[config.mk]
export PLATFORM = sky130hd
export DESIGN_NAME = tx_burst_sched
export DESIGN_NICKNAME = d
export VERILOG_FILES = /design/src/rtl/tx_burst_sched_pkg.sv /design/src/rtl/tx_chan_gen.sv /design/src/rtl/tx_burst_sched.sv
export SDC_FILE = /design/constraint.sdc
export NUM_CORES = 1
export LEC_CHECK = 0
export CORE_ASPECT_RATIO = 1.25
export CORE_MARGIN = 1
export CORE_UTILIZATION = 50
export CTS_CLUSTER_DIAMETER = 60
export DETAILED_ROUTE_END_ITERATION = 7
export PLACE_DENSITY = 0.69
export SYNTH_ARGS = -nofsm -noshare
export SYNTH_HDL_FRONTEND = slang
export SYNTH_HIERARCHICAL = 1
export SYNTH_SLANG_ARGS = --single-unit
[constraint.sdc]
create_clock -name clk_in -period 2.6 [get_ports clk_in]
set_input_delay 0.52 -clock clk_in [delete_from_list [all_inputs] [get_ports clk_in]]
set_output_delay 0.52 -clock clk_in [all_outputs]
set_load 0.005 [all_outputs]
[src/rtl/tx_burst_sched_pkg.sv]
// Shared types for the transmit burst scheduler: FSM encodings and a width helper.
// Latency: n/a (declarations only).
// Backpressure: n/a.
package tx_burst_sched_pkg;

   typedef enum logic [1:0] {
      ST_IDLE   = 2'd0,
      ST_RUN    = 2'd1,
      ST_LISTEN = 2'd2
   } burst_state_t;

   typedef enum logic [1:0] {
      CH_WAIT   = 2'd0,
      CH_ACTIVE = 2'd1,
      CH_FIN    = 2'd2
   } chan_state_t;

   // Bits needed to hold 0..value-1, never less than one bit.
   function automatic int clog2_min1(input int value);
      int w;
      w = 1;
      for (int i = 1; i < 31; i++) begin
         if ((1 << i) < value) w = i + 1;
      end
      return w;
   endfunction

endpackage

[src/rtl/tx_chan_gen.sv]
// One transducer channel: start-delay countdown then PULSES carrier periods on a push-pull pair.
// Latency: drive starts delay+1 cycles after go_in; fin_out rises with the last drive cycle.
// Backpressure: none; abort_in parks the channel immediately with both drives low.
module tx_chan_gen
   import tx_burst_sched_pkg::*;
#(
   parameter int DLY_W       = 8,
   parameter int HALF_PERIOD = 625,
   parameter int PULSES      = 8
) (
   input  logic             clk_in,
   input  logic             rst_n_in,
   input  logic             go_in,
   input  logic             abort_in,
   input  logic [DLY_W-1:0] delay_in,
   output logic             drv_p_out,
   output logic             drv_n_out,
   output logic             fin_out
);

   localparam int HP_W = clog2_min1(HALF_PERIOD);
   localparam int HC_W = clog2_min1(2 * PULSES);
   localparam logic [HP_W-1:0] HP_LAST = HP_W'(HALF_PERIOD - 1);
   localparam logic [HC_W-1:0] HC_LAST = HC_W'(2 * PULSES - 1);

   chan_state_t      ch_q;
   chan_state_t      ch_nxt;
   logic [DLY_W-1:0] dly_cnt;
   logic [HP_W-1:0]  hp_cnt;
   logic [HC_W-1:0]  hc_cnt;
   logic             hp_end;
   logic             hc_end;

   assign hp_end = (hp_cnt == HP_LAST);
   assign hc_end = (hc_cnt == HC_LAST);

   // Next channel state: go re-arms, abort parks, WAIT -> ACTIVE -> FIN otherwise
   always_comb begin
      ch_nxt = ch_q;
      if (abort_in) begin
         ch_nxt = CH_FIN;
      end else if (go_in) begin
         ch_nxt = CH_WAIT;
      end else begin
         case (ch_q)
            CH_WAIT:   if (dly_cnt == '0) ch_nxt = CH_ACTIVE;
            CH_ACTIVE: if (hp_end && hc_end) ch_nxt = CH_FIN;
            default:   ch_nxt = ch_q;
         endcase
      end
   end

   // Channel state register; FIN doubles as the idle state between bursts
   always_ff @(posedge clk_in or negedge rst_n_in) begin
      if (!rst_n_in) ch_q <= CH_FIN;
      else           ch_q <= ch_nxt;
   end

   // Counters and registered drive pair; fin is raised one edge early so it
   // coincides with the last driven cycle and the top can leave RUN right after
   always_ff @(posedge clk_in or negedge rst_n_in) begin
      if (!rst_n_in) begin
         dly_cnt   <= '0;
         hp_cnt    <= '0;
         hc_cnt    <= '0;
         drv_p_out <= 1'b0;
         drv_n_out <= 1'b0;
         fin_out   <= 1'b0;
      end else if (abort_in) begin
         drv_p_out <= 1'b0;
         drv_n_out <= 1'b0;
         fin_out   <= 1'b0;
      end else if (go_in) begin
         dly_cnt   <= delay_in;
         hp_cnt    <= '0;
         hc_cnt    <= '0;
         drv_p_out <= 1'b0;
         drv_n_out <= 1'b0;
         fin_out   <= 1'b0;
      end else begin
         case (ch_q)
            CH_WAIT: begin
               if (dly_cnt == '0) begin
                  drv_p_out <= 1'b1;
                  drv_n_out <= 1'b0;
                  hp_cnt    <= '0;
                  hc_cnt    <= '0;
               end else begin
                  dly_cnt <= dly_cnt - 1'b1;
               end
            end
            CH_ACTIVE: begin
               if (hp_end) begin
                  if (hc_end) begin
                     drv_p_out <= 1'b0;
                     drv_n_out <= 1'b0;
                  end else begin
                     hp_cnt    <= '0;
                     hc_cnt    <= hc_cnt + 1'b1;
                     drv_p_out <= ~drv_p_out;
                     drv_n_out <= drv_p_out;
                     fin_out   <= (HP_LAST == '0) && (hc_cnt + 1'b1 == HC_LAST);
                  end
               end else begin
                  hp_cnt  <= hp_cnt + 1'b1;
                  fin_out <= (hp_cnt + 1'b1 == HP_LAST) && hc_end;
               end
            end
            default: ;
         endcase
      end
   end

endmodule

[src/rtl/tx_burst_sched.sv]
// Transmit burst sequencer: steered start across NUM_CH channels, then a listen window.
// Latency: busy the edge start is accepted; listen one edge after the last channel ends.
// Backpressure: start ignored while busy (not queued); abort clears everything at once.
module tx_burst_sched
   import tx_burst_sched_pkg::*;
#(
   parameter int NUM_CH      = 4,
   parameter int DLY_W       = 8,
   parameter int HALF_PERIOD = 625,
   parameter int PULSES      = 8,
   parameter int LISTEN_CYC  = 4096
) (
   input  logic                    clk_in,
   input  logic                    rst_n_in,
   input  logic                    start_in,
   input  logic                    abort_in,
   input  logic [NUM_CH*DLY_W-1:0] delay_in,
   output logic [NUM_CH-1:0]       drv_p_out,
   output logic [NUM_CH-1:0]       drv_n_out,
   output logic                    busy_out,
   output logic                    listen_out,
   output logic                    done_out
);

   localparam int LS_W = clog2_min1(LISTEN_CYC);
   localparam logic [LS_W-1:0] LS_LAST = LS_W'(LISTEN_CYC - 1);

   burst_state_t    st_q;
   burst_state_t    st_nxt;
   logic            go;
   logic [NUM_CH-1:0] fin;
   logic            busy_nxt;
   logic            listen_nxt;
   logic            done_nxt;
   logic [LS_W-1:0] ls_cnt;
   logic [LS_W-1:0] ls_nxt;

   for (genvar i = 0; i < NUM_CH; i++) begin : g_ch
      tx_chan_gen #(
         .DLY_W       (DLY_W),
         .HALF_PERIOD (HALF_PERIOD),
         .PULSES      (PULSES)
      ) u_chan (
         .clk_in    (clk_in),
         .rst_n_in  (rst_n_in),
         .go_in     (go),
         .abort_in  (abort_in),
         .delay_in  (delay_in[i*DLY_W +: DLY_W]),
         .drv_p_out (drv_p_out[i]),
         .drv_n_out (drv_n_out[i]),
         .fin_out   (fin[i])
      );
   end

   // Next state and next registered status outputs; abort overrides start in every state
   always_comb begin
      st_nxt     = st_q;
      busy_nxt   = busy_out;
      listen_nxt = listen_out;
      done_nxt   = 1'b0;
      ls_nxt     = ls_cnt;
      go         = 1'b0;
      if (abort_in) begin
         st_nxt     = ST_IDLE;
         busy_nxt   = 1'b0;
         listen_nxt = 1'b0;
      end else begin
         case (st_q)
            ST_IDLE: begin
               if (start_in) begin
                  go       = 1'b1;
                  st_nxt   = ST_RUN;
                  busy_nxt = 1'b1;
               end
            end
            ST_RUN: begin
               if (&fin) begin
                  st_nxt     = ST_LISTEN;
                  listen_nxt = 1'b1;
                  ls_nxt     = '0;
               end
            end
            ST_LISTEN: begin
               if (ls_cnt == LS_LAST) begin
                  st_nxt     = ST_IDLE;
                  busy_nxt   = 1'b0;
                  listen_nxt = 1'b0;
                  done_nxt   = 1'b1;
               end else begin
                  ls_nxt = ls_cnt + 1'b1;
               end
            end
            default: st_nxt = ST_IDLE;
         endcase
      end
   end

   // FSM state, listen counter and status output registers
   always_ff @(posedge clk_in or negedge rst_n_in) begin
      if (!rst_n_in) begin
         st_q       <= ST_IDLE;
         ls_cnt     <= '0;
         busy_out   <= 1'b0;
         listen_out <= 1'b0;
         done_out   <= 1'b0;
      end else begin
         st_q       <= st_nxt;
         ls_cnt     <= ls_nxt;
         busy_out   <= busy_nxt;
         listen_out <= listen_nxt;
         done_out   <= done_nxt;
      end
   end

endmodule
==> Yosys cells after proc, flatten, opt, wreduce, memory -nomap -nowiden <==
Index checks and enable logic that the tools add are counted.
Widths: inputs -> output; s select.
{ "totals": {"reg_bits": 125, "elab_cells": 337} }
{ "op_classes": {"n_reduce_logical": 65, "eq_ne": 60, "addsub": 13, "mux": 161, "bitwise": 5} }
{ "op_table": {"columns": ["op", "count"], "rows": [
  ["$mux 10", 16],
  ["$mux 8", 12],
  ["$eq 10x10->1 const B", 8],
  ["$pmux 10 s2", 4],
  ["$mux 1", 71],
  ["$mux 4", 16],
  ["$reduce_and 3->1", 15],
  ["$ne 4x3->1 const B", 11],
  ["$add 10x1->10 const B", 4],
  ["$mux 2", 20],
  ["$logic_not 8->1", 4],
  ["$pmux 4 s2", 4],
  ["$sub 8x1->8 const B", 4],
  ["$reduce_bool 3->1", 10],
  ["$mux 12", 2],
  ["$ne 4x4->1 const B", 6],
  ["$pmux 12 s2", 1],
  ["$reduce_and 4->1", 6],
  ["$ne 3x2->1 const B", 7],
  ["$pmux 1 s2", 10],
  ["$reduce_and 5->1", 4],
  ["$ne 3x3->1 const B", 6],
  ["$add 4x1->4 const B", 4],
  ["$eq 4x4->1 const B", 4],
  ["other kinds (16)", 55]
]} }

==> Depth between registers and ports, before layout <==
Gate-level depths: netlist (run 1).
{ "depth": {"word_depth": 7, "mapped_depth": 9, "mapped_depth_nobuf": 8} }

==> By module <==
Netlist (run 1), hierarchy kept.
{ "modules_own_cells": {"columns": ["mod", "seq_area_each_um2", "n_inst", "cells_each", "area_per_inst_um2"], "rows": [
  ["tx_chan_gen (g_ch[1].u_chan ...)", 676.9, 3, 204, 1800.5],
  ["tx_chan_gen (g_ch[0].u_chan)", 676.9, 1, 202, 1789.2],
  ["tx_burst_sched", 425.4, 1, 127, 1148.6]
]} }

==> Worst setup path after synthesis (run 1) <==
No wires, ideal clock.
{ "synth_path": {"path_type": "in2reg", "startpoint": "input abort_in", "endpoint": "register g_ch[1].u_chan.hp_cnt[0]", "n_path_buf": 2, "path_slack_ns": 0.225, "path_stages": 8, "t_arrival_ns": 2.250, "setup_ns": 0.125, "cell_sequence": "buf_6 > inv_1 > and3_1 > clkbuf_1 > or2_2 > o22ai_1 > or3_2 > mux2_2"} }
{ "synth_between": {"elab_chain_cells": 3} }
{ "synth_lines": {"columns": ["element", "line_no", "rtl"], "rows": [
  ["from (decl)", "tx_burst_sched.sv:16", "input logic abort_in,"],
  ["$mux 1 (*)", "tx_burst_sched.sv:63", "if (abort_in) begin"],
  ["via go", "tx_burst_sched.sv:30", "logic go;"],
  ["$ne 4x4->1 (no source line) (tied with other cells)", null, null],
  ["$reduce_and 4->1 (no source line)", null, null],
  ["to (signal assigned)", "tx_chan_gen.sv:105", "hp_cnt <= hp_cnt + 1'b1;"],
  ["to (decl)", "tx_chan_gen.sv:29", "logic [HP_W-1:0] hp_cnt;"]
]} }
Mark *: on every way through the listed nets, which the timed path passes. The rest lies on a longest branch.
A chain may end at the register's enable or synchronous reset.

==> Worst setup path after layout (run 1) <==
{ "layout_path": {"startpoint": "register st_q[0]", "endpoint": "register g_ch[2].u_chan.hp_cnt[6]"} }
{ "layout_between": {"elab_chain_cells": 5} }
{ "layout_lines": {"columns": ["element", "line_no", "rtl"], "rows": [
  ["from (decl)", "tx_burst_sched.sv:28", "burst_state_t st_q;"],
  ["from (signal assigned)", "tx_burst_sched.sv:107", "st_q <= st_nxt;"],
  ["$logic_not 2->1 (*)", "tx_burst_sched.sv:68", "case (st_q)"],
  ["$mux 1 (*)", "tx_burst_sched.sv:68", null],
  ["$mux 1 (*)", "tx_burst_sched.sv:63", null],
  ["via go", "tx_burst_sched.sv:30", null],
  ["$ne 4x4->1 (no source line) (tied with other cells)", null, null],
  ["$reduce_and 4->1 (no source line)", null, null],
  ["to (signal assigned)", "tx_chan_gen.sv:105", null],
  ["to (decl)", "tx_chan_gen.sv:29", null]
]} }
Marked as above.

==> impl_metrics.yaml, run 1 <==
sta:
  rsz0062_at_grt: "no"
  timing.final.crit_share_pct: 89.63
  fin_skew_ns: 0.01014
  setup_viol: 0
  max_freq_mhz: 429.1
  final_hold_viol_count: 0
  fin_tns_setup_ns: 0
  max_slew.worst_pin.slew_ns: 0.6531
  finalMaxSlewViolations: 0
  slew_headroom_pct: 56.20
  setup_ws_ns: 0.2696
  hold_ws_ns: 0.06100
  fin_crit_ns: 2.330
floorplan:
  die_area_mm2: 0.01720
  die_height_um: 146.4
  num_rows: 52
  start_util_pct: 51.27
  die_w_um: 117.5
  io_pins: 47
  core_mm2: 0.01627
pwr:
  sequentialPowerShare_pct: 39.5
  combinationalPowerShare_pct: 19.9
  p_per_area_mw_per_mm2: 649.8
  switching_share_pct: 29.56
  p_leak_nw: 4.174
  p_int_w: 0.004577
  peakVddDrop_uv: 490.0
  clkPwrFrac_pct: 40.6
  net-switching-power_w: 0.001921
clock_network:
  cts_buffers: 17
  path_clk_slew_ns: 0.06
  clock_latency_ns: 0.43
  clk_path_buf_depth: 2
  post-cts-setup-buffers: 0
  cts_tree: "built"
  htree_levels: 4
  cts_hold_buf: 0
  clock_sinks: 125
  ctsRootBufferMaster: "clkbuf_16"
  cts_resized: 0
cells_and_area:
  syn_to_final_growth_pct: 19.91
  nets: 1088
  drive_gt1_share_pct: 16.31
  final_util_pct: 61.48
  final_area_mm2: 0.01000
  antenna_cells: 0
run_status:
  outcome: "complete, no violations"
logic_synthesis:
  yosys.area_share.simple_pct: 25.34
  synth_seq_cells: 125
  yosys-mux-area-fraction_pct: 4.486
  synthArstFlopShare_pct: 100.0
  synth_compound_area_share_pct: 21.71
  synth_fa_ha_area_share_pct: 4.351
  synth-edff-count: 0
  ys_seq_area_share_pct: 37.57
  yosys-top-cells-area: "dfrtp_1 (36%), nand2_1 (4.9%), ha_1 (4.4%)"
  syn_avg_cell_area_um2: 8.862
  synth-xor-area-share_pct: 1.890
  synthDistinctLibCells: 87
  synth_ff_type: "dfrtp_1"
  synth_top_cell_by_area: "dfrtp_1"
  synth_nets: 1006
  yosysMostFrequentCell: "dfrtp_1"
  syn-cell-area_mm2: 0.008339
  syn-instance-count: 941
  ys_top_cells_by_count: "dfrtp_1 (121), nand2_1 (109), nor2_1 (76), a21oi_1 (46), a31oi_1 (43)"
  ys_warn_count: 6
  synth_top_area_share_pct: 36.31
  synth_top_family_by_area: "simple AND/OR/NAND/NOR gates"
global_routing:
  track_usage_pct: 23.93
  overflow: 0
  grt_max_degree: 112
  grt_pass1_wl_mm: 33.71
  antenna_found_initial: 0
  grt_pass1_vias: 7219
flow_run:
  drv_cap: 0
setup_path:
  critical_path_required_ns: 2.92
  path_class: "reg -> reg"
  cp-end-kind: "register"
  reg2reg_from: "st_q[0]"
  r2r_cells: 9
  r2r-end: "g_ch[2].u_chan/hp_cnt[6]"
  arrival_ns: 2.65
  path_max_fanout: 11
  critPathLaunchType: "register"
  r2r_slack_ns: 0.27
placed_design:
  place_hpwl_mm: 13.83
  placed_area_mm2: 0.009350
  portBuffers: 46
  place.gp.congestion: 0.8481
  dp_slack_ns: -0.03343
drt:
  ant_nets: 0
  vias_per_cell: 5.978
  wl_mm: 19.72
  drcViolationCount: 0
  drt_iter0_drc: 456
  drt_pre_antenna_iters: 6
  vias: 7485
  route.detailed.wl_per_inst_um: 15.75
worst_hold_path:
  hp-class: "in -> async"
==> worst max-delay path by stage <==
stage,startpoint,endpoint,cells past startpoint
after floorplan,abort_in,g_ch[1].u_chan/hp_cnt[0],8
after global placement,start_in,g_ch[2].u_chan/hp_cnt[0],7
after detailed placement,start_in,g_ch[3].u_chan/hp_cnt[0],7
after CTS,st_q[0],g_ch[2].u_chan/hp_cnt[7],10
after global routing,st_q[0],g_ch[3].u_chan/hp_cnt[4],10
final,st_q[0],g_ch[2].u_chan/hp_cnt[6],9
==> critical path, cell delays in order, from the launching register on <==
cell	delay, ns
dfrtp_1	0.40
inv_1	0.08
ha_1	0.22
and3_2	0.31
buf_12	0.18
or2_2	0.28
o22ai_1	0.22
buf_4	0.18
nor3_4	0.05
mux2_4	0.31
==> cell usage in the layout (no fill, tap or decap), drive strengths merged, types with 9 or more instances in the layout <==
cell | netlist | layout
dfrtp | 121 | 121
nor3 | 35 | 35
nor2 | 76 | 76
a22o | 13 | 13
clkdlybuf4s50 | 0 | 44
a22oi | 20 | 20
o21ai | 45 | 45
o211ai | 9 | 9
ha | 29 | 29
nand3 | 41 | 41
and3 | 25 | 25
nor4 | 16 | 16
inv | 41 | 41
or4 | 9 | 9
nand2 | 113 | 113
xnor2 | 13 | 13
or3 | 13 | 13
mux2i | 25 | 25
buf | 13 | 64
a31oi | 43 | 43
mux2 | 10 | 10
a21oi | 46 | 46
clkbuf | 32 | 21
nand4 | 14 | 14
==> metrics by stage <==
step	power [W]	std cells
2_1_floorplan	0.003408	941
3_3_place_gp	0.003841	1220
3_5_place_dp	0.003876	1220
4_1_cts	0.006535	1252
5_1_grt	0.006845	1252
6_report	0.006497	1252
==> metal layers <==
layer  global-route usage, %  wire, um  vias up
li1                        -         -     3672
met1                   28.52      8694     3616
met2                   42.46      9998      169
met3                   4.648       716       28
met4                   9.167       310        0
met5                       0         0        -
==> state kept, by name (all words and copies together), names as in the netlist <==
register and flops:
st_q 2, g_ch.u_chan/hc_cnt 16, g_ch.u_chan/fin_out 4, g_ch.u_chan/drv_n_out 4, done_out 1, listen_out 1
g_ch.u_chan/drv_p_out 4, busy_out 1, g_ch.u_chan/hp_cnt 40, g_ch.u_chan/ch_q 8, ls_cnt 12, g_ch.u_chan/dly_cnt 32
==> layout make-up <==
cell class                 count  area (um2)
fill                        1410        6266
inverter                      44       165.2
sequential                   125        3133
clock buffer                  21       460.4
multi-input combinational    727        4820
tap                          216       270.3
timing repair buffer         108       962.2
clock inverter                11       188.9
==> cell families (layout without fill, tap and decap cells) <==
| logic type | after synthesis | in the layout |
|---|---|---|
| simple gates | 390 | 390 |
| compound gates | 255 | 255 |
| flops | 125 | 125 |
| buf+inv | 89 | 184 |
| mux | 35 | 35 |
| fa+ha+maj | 29 | 29 |
| xor+xnor | 18 | 18 |
==> power groups by stage <==
stage / Sequential (W) / Clock (W) / Combinational, W
finish: 0.00257 / 0.00264 / 0.00129
global route: 0.00261 / 0.00277 / 0.00146
CTS: 0.00256 / 0.00268 / 0.00130
detailed placement: 0.00259 / 0 / 0.00129
global placement: 0.00258 / 0 / 0.00126
floorplan: 0.00250 / 0 / 0.000911
No activity file was read; power rests on OpenSTA's default activity.
==> inputs of run 2 (changes only) <==
--- a/config.mk
+++ b/config.mk
@@ -10,7 +10,8 @@
 export CORE_UTILIZATION = 50
 export CTS_CLUSTER_DIAMETER = 60
 export DETAILED_ROUTE_END_ITERATION = 7
-export PLACE_DENSITY = 0.69
+export PLACE_DENSITY_LB_ADDON = 0.08
+export REMOVE_ABC_BUFFERS = 1
 export SYNTH_ARGS = -nofsm -noshare
 export SYNTH_HDL_FRONTEND = slang
 export SYNTH_HIERARCHICAL = 1
==> impl_metrics.yaml, run 2 (synthesis results as in run 1) <==
setup_path:
  path_max_fanout: 16
  r2r-end: "g_ch[0].u_chan/hp_cnt[0]"
  reg2reg_from: "st_q[0]"
  cp-end-kind: "register"
  arrival_ns: 2.75
  r2r_slack_ns: 0.15
  path_class: "reg -> reg"
  critPathLaunchType: "register"
  r2r_cells: 7
  critical_path_required_ns: 2.90
sta:
  fin_skew_ns: 0.009908
  timing.final.crit_share_pct: 94.30
  rsz0062_at_grt: "no"
  fin_crit_ns: 2.452
  finalMaxSlewViolations: 0
  fin_tns_setup_ns: 0
  setup_viol: 0
  final_hold_viol_count: 0
  slew_headroom_pct: 59.74
  max_freq_mhz: 407.9
  max_slew.worst_pin.slew_ns: 0.6003
placed_design:
  place.gp.congestion: 0.8498
  place_hpwl_mm: 13.92
  portBuffers: 46
  placed_area_mm2: 0.009323
drt:
  drt_pre_antenna_iters: 6
  wl_mm: 19.97
  drt_iter0_drc: 478
  vias_per_cell: 6.001
  route.detailed.wl_per_inst_um: 15.98
  vias: 7501
  ant_nets: 0
  drcViolationCount: 0
global_routing:
  antenna_found_initial: 0
  grt_max_degree: 112
  grt_pass1_wl_mm: 34.09
  track_usage_pct: 24.22
  grt_pass1_vias: 7102
  overflow: 0
clock_network:
  post-cts-setup-buffers: 0
  cts_resized: 0
  htree_levels: 4
  path_clk_slew_ns: 0.06
  cts_buffers: 17
  clock_sinks: 125
  cts_hold_buf: 0
  clock_latency_ns: 0.42
  cts_tree: "built"
  ctsRootBufferMaster: "clkbuf_16"
  clk_path_buf_depth: 2
pwr:
  p_per_area_mw_per_mm2: 608.2
  p_leak_nw: 4.113
  p_int_w: 0.004128
  net-switching-power_w: 0.001866
  switching_share_pct: 31.13
  peakVddDrop_uv: 511.1
  combinationalPowerShare_pct: 21.2
  p_total_w: 0.005995
  sequentialPowerShare_pct: 42.9
  clkPwrFrac_pct: 36.0
cells_and_area:
  nets: 1086
  drive_gt1_share_pct: 15.96
  final_util_pct: 60.59
  layout_common_cells: "dfrtp_1 (121), nand2_1 (109), nor2_1 (76), buf_4 (59), a21oi_1 (46)"
  largest_reg_flops: 40
  largest_registers: "g_ch.u_chan/hp_cnt: 40 flops, g_ch.u_chan/dly_cnt: 32 flops, g_ch.u_chan/hc_cnt: 16 flops"
  syn_to_final_growth_pct: 18.18
  final_common_cell: "dfrtp_1"
  largest-register: "g_ch.u_chan/hp_cnt"
  final_area_mm2: 0.009856
  antenna_cells: 0
floorplan:
  die_w_um: 117.5
  num_rows: 52
  io_pins: 47
  die_height_um: 146.4
  core_mm2: 0.01627
  start_util_pct: 51.27
  die_area_mm2: 0.01720
run_status:
  outcome: "complete, no violations"
flow_run:
  drv_cap: 0
worst_hold_path:
  hp-class: "in -> async"
==> run 2: cell count changes in the layout (fill, tap and decap cells not counted) <==
cell        delta
clkbuf_1       +2
clkinv_4       -1
bufinv_16      -5
clkbuf_8       +2
clkinvlp_4     -1
buf_4          -1
buf_12         -1
clkinv_2       +3
==> run 2: worst max-delay path by stage <==
stage | to | slack [ns] | startpoint | cells past startpoint
3_5_place_dp | g_ch[0].u_chan/hp_cnt[7] | -0.08 | start_in | 7
3_3_place_gp | g_ch[0].u_chan/hp_cnt[0] | -0.08 | start_in | 6
6_report | g_ch[0].u_chan/hp_cnt[0] | 0.15 | st_q[0] | 7
5_1_grt | g_ch[0].u_chan/hc_cnt[0] | 0.006 | st_q[0] | 9
4_1_cts | g_ch[0].u_chan/hp_cnt[0] | 0.18 | st_q[0] | 7
2_1_floorplan | g_ch[0].u_chan/hp_cnt[7] | -0.82 | st_q[0] | 8
==> run 2: stage by stage <==
| step | std cells | worst slack, ns | hold WS (ns) |
|---|---|---|---|
| floorplan | 896 | -0.8241 | 0.2244 |
| global placement | 1218 | -0.07521 | 0.4727 |
| detailed placement | 1218 | -0.08238 | 0.4755 |
| CTS | 1250 | 0.1772 | 0.02038 |
| global route | 1250 | 0.006446 | 0.03985 |
| finish | 1250 | 0.1482 | 0.01226 |
==> run 2: final cells by class <==
class	count	area (um2)
multi-input cells	727	4820
well taps	216	270.3
inverters	44	165.2
fillers	1428	6410
repair buffers	106	934.6
clock inverters	7	37.54
flip-flops and latches	125	3133
clock buffers	25	495.5
==> run 2: power groups by stage <==
stage,registers (W),logic [W],clock network [W]
floorplan,0.00250,0.000864,0
global placement,0.00259,0.00124,0
detailed placement,0.00259,0.00127,0
CTS,0.00257,0.00127,0.00221
global route,0.00262,0.00145,0.00229
finish,0.00257,0.00127,0.00216
==> run 2: metal layers <==
| metal | GRT usage (%) | part of all wire [%] | up-vias |
|---|---|---|---|
| met3 | 4.492 | 3.8 | 34 |
| li1 | - | - | 3679 |
| met4 | 9.615 | 2.0 | 0 |
| met2 | 39.70 | 49 | 165 |
| met5 | 0 | 0 | - |
| met1 | 31.66 | 45 | 3623 |
==> run 2: critical path: stages (launching register included) <==
cell	delay [ns]
dfrtp_1	0.40
inv_1	0.09
ha_1	0.23
and3_2	0.35
buf_4	0.21
o31ai_2	0.56
nor2_1	0.19
mux2_2	0.30
